## src/rtl/restrict_add.sv

```systemverilog
`default_nettype none
// +----------------------------------------------------------------------------+
// | restrict_add : 5-stage pipelined adder tree summing four two's-complement   |
// |                lanes, wrapping modulo 2^NUM_WIDTH.      Revision 1.0        |
// +----------------------------------------------------------------------------+
module restrict_add #(
   parameter int GROUP_NB  = 4,
   parameter int NUM_WIDTH = 16
) (
   input  logic                          clk,
   input  logic                          rst,
   input  logic                          up_valid,
   input  logic [NUM_WIDTH*GROUP_NB-1:0] up_data,
   output logic                          dn_valid,
   output logic [NUM_WIDTH-1:0]          dn_data
);

   localparam int VALID_DEPTH = 5;

   generate
      if (GROUP_NB != 4) begin : g_bad_group_nb
         $fatal(1, "group number must be set as '4'");
      end
   endgenerate

   logic [NUM_WIDTH*GROUP_NB-1:0] in_data_q, in_data_d;
   logic [VALID_DEPTH-1:0]        valid_q, valid_d;
   logic [NUM_WIDTH-1:0]          lane [4];

   // Two's-complement wrap is bit-identical for signed and unsigned adds,
   // so plain truncating adders give the signed modular result.
   (* use_dsp48 = "no" *) logic [NUM_WIDTH-1:0] sum01_q, sum23_q;
   logic [NUM_WIDTH-1:0]                        sum01_d, sum23_d;
   logic [NUM_WIDTH-1:0]                        ret01_q, ret23_q, ret01_d, ret23_d;
   (* use_dsp48 = "no" *) logic [NUM_WIDTH-1:0] total_q;
   logic [NUM_WIDTH-1:0]                        total_d;
   logic [NUM_WIDTH-1:0]                        out_q, out_d;

   generate
      for (genvar k = 0; k < 4; k++) begin : g_lane
         assign lane[k] = in_data_q[k*NUM_WIDTH +: NUM_WIDTH];
      end
   endgenerate

   always_comb begin
      in_data_d = up_data;
      valid_d   = {valid_q[VALID_DEPTH-2:0], up_valid};
      sum01_d   = lane[0] + lane[1];
      sum23_d   = lane[2] + lane[3];
      ret01_d   = sum01_q;
      ret23_d   = sum23_q;
      total_d   = ret01_q + ret23_q;
      out_d     = total_q;
   end

   always_ff @(posedge clk) begin
      if (rst) begin
         in_data_q <= '0;
         valid_q   <= '0;
         sum01_q   <= '0;
         sum23_q   <= '0;
         ret01_q   <= '0;
         ret23_q   <= '0;
         total_q   <= '0;
         out_q     <= '0;
      end else begin
         in_data_q <= in_data_d;
         valid_q   <= valid_d;
         sum01_q   <= sum01_d;
         sum23_q   <= sum23_d;
         ret01_q   <= ret01_d;
         ret23_q   <= ret23_d;
         total_q   <= total_d;
         out_q     <= out_d;
      end
   end

   assign dn_data  = out_q;
   assign dn_valid = valid_q[VALID_DEPTH-1];

endmodule
`default_nettype wire

```

## config.mk

```make
export PLATFORM = sky130hd
export DESIGN_NAME = restrict_add
export DESIGN_NICKNAME = d
export VERILOG_FILES = /design/src/rtl/restrict_add.sv
export SDC_FILE = /design/constraint.sdc
export NUM_CORES = 1
export LEC_CHECK = 0
export BUFFER_PORTS_ARGS = -buffer_cell sky130_fd_sc_hd__buf_2
export CAP_MARGIN = 25
export CORE_UTILIZATION = 50
export CTS_BUF_LIST = sky130_fd_sc_hd__clkbuf_2 sky130_fd_sc_hd__clkbuf_4 sky130_fd_sc_hd__clkbuf_8
export DETAILED_ROUTE_END_ITERATION = 10
export HOLD_SLACK_MARGIN = 0.08
export PLACE_DENSITY = 0.7
export SYNTH_ARGS = -nofsm -noshare
export SYNTH_HDL_FRONTEND = slang
export SYNTH_SLANG_ARGS = --single-unit
export TNS_END_PERCENT = 5
```

## constraint.sdc

```tcl
create_clock -name clk -period 3.1 [get_ports clk]
set_clock_uncertainty 0.15 [all_clocks]
set_input_delay 0.62 -clock clk [delete_from_list [all_inputs] [get_ports clk]]
set_output_delay 0.62 -clock clk [all_outputs]
set_load 0.03 [all_outputs]
```

==> out/metrics.csv, run 1 <==
metric,value,unit
Detailed Routing Iterations Pass 1,4,
# Post-CTS Setup Buffers,0,
starting density of the core,0.517,
unrepaired setup endpoints after global routing,false,
top metal layer carrying routed signals,met4,
clock power share,0.363,
internal power contribution,3310,uW
time the worst path needs with I/O delays and setup,2500,ps
sequential cell fraction of total power,0.526,
signed area change from the synthesized netlist to the final layout,15.0,%
Syn Nets,751,
Die W,117,um
number of failing hold endpoints at the final stage,0,
number of cell rows,41,
Total Wirelength,11.5,mm
gp weighted congestion,0.862,
Tcrit/Tclk final,0.806,
Metal-1 WL,5.29,mm
fraction of the yosys area taken by sequential cells,0.503,
largest net degree at the start of global routing,95,
count of routing violations after the opening detailed-route iteration,249,
element type at the critical path end,flop,
number of ports placed on the die boundary,84,
via count of the routed design,4558,
per-cell via count in the routed design,5.04,
setup TNS after final layout,0,ps
via count of the first global-routing pass,4127,
max-slew violation count,0,
asr flop ratio synth,0,
crit path max fanout,4,
area of the mapped netlist,6570,um2
initial antenna violation count,0,
Overflow after GRT,0,
DRC violation count after routing,0,
headroom to the max-slew limit,0.401,
quantity of gates resized following cts,0,
sum of met2 wire segment lengths after detailed routing,5.40,mm
synthesis-stage register bit count,165,
delay of the slowest cell on the worst path,400,ps
Gate power share,0.111,
maximum VDD drop,0.277,mV
TritonCTS clock tree,done,
detail-routed net length per standard cell,12.8,um
final cell count without fillers,905,
highest clock rate,400,MHz
H-tree levels,4,
Psw,1050,uW
number of warnings reported in the yosys synthesis log,0,
"Setup violations, final",0,
instance count after placement with tap cells included,873,
cell-by-cell trace of the critical path,ha_1 -> fa_1 -> a21o_1 -> a31oi_1 -> o21ai_1 -> a41oi_1 -> mux2_1,
core footprint,12700,um2
Hold WC Path Type,in -> reg,
startpoint-to-endpoint class of the critical path,reg -> reg,
worst hold margin,216,ps
average cell area after synthesis,10.3,um2
met3 layer wire length in the routed design,550,um
predominant post-synthesis flop cell,sky130_fd_sc_hd__dfxtp_1,
leakage power summed over all cells,0.00339,uW
insertion delay of the later-clocked pin in the worst-skew pair,450,ps
"Buf+Inv Stages, Crit Path",0,
MaxCap Viol Count,0,
Inserted Clock Buffers,17,
wire length of the first global-routing pass,18.8,mm
number of buffers on the longest clock path,2,
Tightest Pin Transition,899,ps
share of layout cells above drive strength 1,0.177,
Worst path top cell family by delay,compound AO/OA/AOI/OAI gates,
Post-synth EDFFs,0,
Pwr per Cell Area,576,nW/um2
number of library cell types mapped by synthesis,59,
die area,13600,um2
count of hold-fix buffers inserted at cts,0,
total track usage,0.182,
port buffer count,83,
antenna cell count,0,
DPL Wire Length,8.49,mm
Routed Antenna Nets,0,
switching part of the total power,0.240,
Required @ worst endpoint,3300,ps
Clock Sink Count,165,
clock transition time at the flip-flop clock pins of the worst setup and hold paths,80,ps
crit path DAT,2690,ps
run status,"complete, no violations",
layout net count,835,
CP max stage cell,sky130_fd_sc_hd__fa_1,
root cell of the clock tree,sky130_fd_sc_hd__clkbuf_8,
type of origin of the critical path,flop,
vertical extent of the die,117,um
Synth Instances,636,
through the flow:
stage | worst slack (ps) | cell area [um2] | power [uW] | utilization
global route | 413 | 7560 | 4560 | 0.594
floorplan | 831 | 6570 | 2690 | -
detailed placement | 607 | 7140 | 2830 | 0.562
CTS | 592 | 7560 | 4400 | 0.594
global placement | 714 | 7140 | 2810 | 0.562
finish | 603 | 7560 | 4360 | 0.594
Yosys cell counts (all sizes together), types with 7 or more instances:
library cell / instances / area, um2
ha: 45 / 563
nand2: 16 / 60.1
nor3: 7 / 35.0
a21oi: 36 / 184
mux2: 11 / 128
nor2: 42 / 158
xnor2: 12 / 105
nor2b: 137 / 857
o21ai: 16 / 80.1
dfxtp: 165 / 3300
clkbuf: 17 / 63.8
a31oi: 9 / 56.3
a211oi: 7 / 67.6
xor2: 11 / 96.3
a21o: 19 / 143
layer usage:
layer | vias up | global-route usage
met5 | - | 0
met4 | 0 | 0.0954
met3 | 23 | 0.0524
met2 | 126 | 0.302
met1 | 2056 | 0.215
li1 | 2353 | -
cells by family after synthesis:
family,share of synthesized area
muxes,0.0194
buffers and inverters,0.0166
AOI/OAI and AO/OA,0.131
and+or+nand+nor,0.205
DFF,0.503
adders and majority gates,0.0948
xor gates and xnor gates,0.0307
worst paths after layout:
path / startpoint / end / slack (ps) / cells after the start
worst max-delay path: in_data_q[32]$_SDFF_PP0_ / sum23_q[10]$_SDFF_PP0_ / 600 / 7
worst min-delay path: up_data[42] / in_data_q[42]$_SDFF_PP0_ / 220 / 2
worst max register to register: in_data_q[32]$_SDFF_PP0_ / sum23_q[10]$_SDFF_PP0_ / 600 / 7
worst min register to register: sum01_q[9]$_SDFF_PP0_ / ret01_q[9]$_SDFF_PP0_ / 280 / 1
power by group through the flow:
stage,clock (uW),sequential [uW],combinational (uW)
2_1_floorplan,0,2350,344
3_3_place_gp,0,2340,471
3_5_place_dp,0,2350,481
4_1_cts,1620,2300,487
5_1_grt,1710,2310,545
6_report,1580,2290,483
final cells by class:
| cell class | instances | area (um2) |
|---|---|---|
| Fill cell | 1138 | 5160 |
| Timing Repair Buffer | 87 | 448 |
| Clock inverter | 12 | 153 |
| Multi-Input combinational cell | 444 | 3160 |
| Inverter | 5 | 18.8 |
| Tap cell | 172 | 215 |
| Sequential cell | 165 | 3300 |
| Clock buffer | 20 | 263 |
cells in the final DEF (no fill, tap or decap), drive strengths merged, types with 9 or more instances in the layout:
cell,synthesis,routed
a21o,19,19
ha,45,45
clkbuf,17,20
xnor2,12,12
a21oi,36,36
mux2,11,11
nand2,16,16
a31oi,9,9
o21ai,16,16
dfxtp,165,165
nor2b,137,137
nor2,42,42
buf,5,87
xor2,11,11
registers in the layout, summed over array words and instances, names as in the netlist:
signal / count
total_q: 16
in_data_q: 64
sum01_q: 16
ret01_q: 16
ret23_q: 16
dn_data: 16
sum23_q: 16
valid_q: 5
(Power assumes the default switching activity.)
==> run 2: changes to the inputs <==
clock period = 2.36 ns   (was 3.1 ns; I/O delays follow)
==> run 2 against run 1 <==
Net effect: via count up 4.2%; sequential share of layout area is 3.5 points lower; die area is the same; routed wire length up 8.6%; fmax up 8.2%; final cell count increased by 6.7%; utilization rose by 5.2 points; clock-buffer cell count is 2 higher; sequential power rose by 31%; combinational power grew 51%; critical path depth unchanged; largest power group unchanged.
==> out/metrics.csv, run 2 (synthesis gave the netlist of run 1 again) <==
metric,value,unit
clock transition time at the flip-flop clock pins of the worst setup and hold paths,80,ps
switching part of the total power,0.232,
starting density of the core,0.517,
Metal-1 WL,5.62,mm
share of layout cells above drive strength 1,0.184,
count of routing violations after the opening detailed-route iteration,272,
internal power contribution,4460,uW
Tightest Pin Transition,754,ps
insertion delay of the later-clocked pin in the worst-skew pair,450,ps
Pwr per Cell Area,707,nW/um2
Overflow after GRT,0,
initial antenna violation count,0,
Reg with most FFs,in_data_q,
delay of the slowest cell on the worst path,350,ps
Total Wirelength,12.5,mm
Detailed Routing Iterations Pass 1,4,
layout net count,898,
top metal layer carrying routed signals,met4,
sequential cell fraction of total power,0.519,
crit path DAT,2490,ps
Inserted Clock Buffers,17,
element type at the critical path end,flop,
highest clock rate,433,MHz
max-slew violation count,0,
number of ports placed on the die boundary,84,
run status,"complete, no violations",
Required @ worst endpoint,2540,ps
via count of the first global-routing pass,4525,
leakage power summed over all cells,0.00366,uW
maximum VDD drop,0.526,mV
Clock Sink Count,165,
Area after DPL,7210,um2
root cell of the clock tree,sky130_fd_sc_hd__clkbuf_8,
detail-routed net length per standard cell,13.0,um
number of failing hold endpoints at the final stage,0,
total track usage,0.195,
number of buffers on the longest clock path,2,
Util after Layout,0.646,
per-cell via count in the routed design,4.92,
highest-count cells in the layout ignoring fill and taps,"sky130_fd_sc_hd__dfxtp_1, sky130_fd_sc_hd__nor2b_1, sky130_fd_sc_hd__buf_2",
Gate power share,0.126,
H-tree levels,4,
Hold WC Path Type,in -> reg,
Worst R2R Setup Slack,50,ps
"Setup violations, final",0,
DRC violation count after routing,0,
Tcrit/Tclk final,0.978,
startpoint of the worst-slack reg-to-reg timing path,in_data_q[0]$_SDFF_PP0_,
signed area change from the synthesized netlist to the final layout,25.1,%
total of fill cells in the finished design,1069,
reg2reg end,sum01_q[14]$_SDFF_PP0_,
largest net degree at the start of global routing,77,
gp weighted congestion,0.849,
startpoint-to-endpoint class of the critical path,reg -> reg,
time the worst path needs with I/O delays and setup,2310,ps
max reg flops,64,
worst hold stages,2,
Routed Antenna Nets,0,
cell repeated most along the worst path,sky130_fd_sc_hd__nor4_1,
MaxCap Viol Count,0,
antenna cell count,0,
crit path max fanout,3,
vertical extent of the die,117,um
Register-to-Register Path Depth,7,
core footprint,12700,um2
origin of the worst min-delay path,up_data[19],
port buffer count,83,
cell area after layout,8220,um2
sum of met2 wire segment lengths after detailed routing,6.16,mm
Psw,1350,uW
unrepaired setup endpoints after global routing,true,
via count of the routed design,4749,
headroom to the max-slew limit,0.497,
number of cell rows,41,
DPL Wire Length,8.74,mm
cell-by-cell trace of the critical path,ha_1 -> fa_2 -> a21o_1 -> a211oi_2 -> nor4_1 -> nor4_1 -> mux2_1,
CP max stage cell,sky130_fd_sc_hd__fa_2,
Die W,117,um
clock power share,0.356,
"commonest non-fill, non-tap cell in the layout",sky130_fd_sc_hd__dfxtp_1,
die area,13600,um2
TritonCTS clock tree,done,
type of origin of the critical path,flop,
wire length of the first global-routing pass,20.2,mm
met3 layer wire length in the routed design,495,um
end point of the worst hold path,in_data_q[19]$_SDFF_PP0_,
-- run 2: how the worst max path moves through the flow --
stage                                   from                     end
floorplan           in_data_q[32]$_SDFF_PP0_  sum23_q[10]$_SDFF_PP0_
global placement     in_data_q[0]$_SDFF_PP0_  sum01_q[10]$_SDFF_PP0_
detailed placement  in_data_q[32]$_SDFF_PP0_  sum23_q[10]$_SDFF_PP0_
CTS                  in_data_q[0]$_SDFF_PP0_  sum01_q[10]$_SDFF_PP0_
global route         in_data_q[0]$_SDFF_PP0_  sum01_q[14]$_SDFF_PP0_
finish               in_data_q[0]$_SDFF_PP0_  sum01_q[14]$_SDFF_PP0_
-- run 2: through the flow --
stage	hold WS [ps]	setup WS, ps	power, uW	instances	TNS, ps
6_report	106	51.4	5810	966	0
5_1_grt	85.2	-37.7	6080	966	-72.6
4_1_cts	81.0	-2.35	5860	965	-2.35
3_5_place_dp	271	-42.7	3730	882	-42.7
3_3_place_gp	270	37.5	3710	882	0
2_1_floorplan	264	90.9	3540	636	0
-- run 2: area by class of cell --
type                            instances  area, um2  share of cell area
Clock buffer                           22        290              0.0353
Clock inverter                          8        125              0.0152
Inverter                                5       18.8             0.00228
Multi-Input combinational cell        444       3210               0.391
Sequential cell                       165       3300               0.402
Tap cell                              172        215              0.0262
Timing Repair Buffer                  150       1050               0.128
-- run 2: timing repair --
item / CTS / global route
endpoints found under the setup margin: 3 / 6
hold buffers: 53 / 0
pin swaps: 0 / 5
setup buffers: 0 / 1
gates resized for setup: 3 / 7
hold endpoints to repair: 53 / 0
cloned: 0 / 0
-- run 2: power groups by stage --
| stage | sequential (uW) | combinational (uW) | clock, uW |
|---|---|---|---|
| detailed placement | 3080 | 646 | 0 |
| global placement | 3080 | 632 | 0 |
| finish | 3010 | 730 | 2070 |
| floorplan | 3080 | 451 | 0 |
| global route | 3030 | 813 | 2240 |
| CTS | 3020 | 722 | 2130 |
-- run 2: metal layers --
layer,GRT usage,vias to the layer above
li1,-,2485
met1,0.226,2140
met2,0.336,100
met3,0.0560,24
met4,0.0819,0
met5,0,-
-- run 2: critical path, delay by kind of cell, from the launching register on --
kind                       cells  cell delay [ps]
adders and majority gates      2              570
AOI/OAI and AO/OA              2              540
DFF                            1              300
muxes                          1              350
and+or+nand+nor                2              300
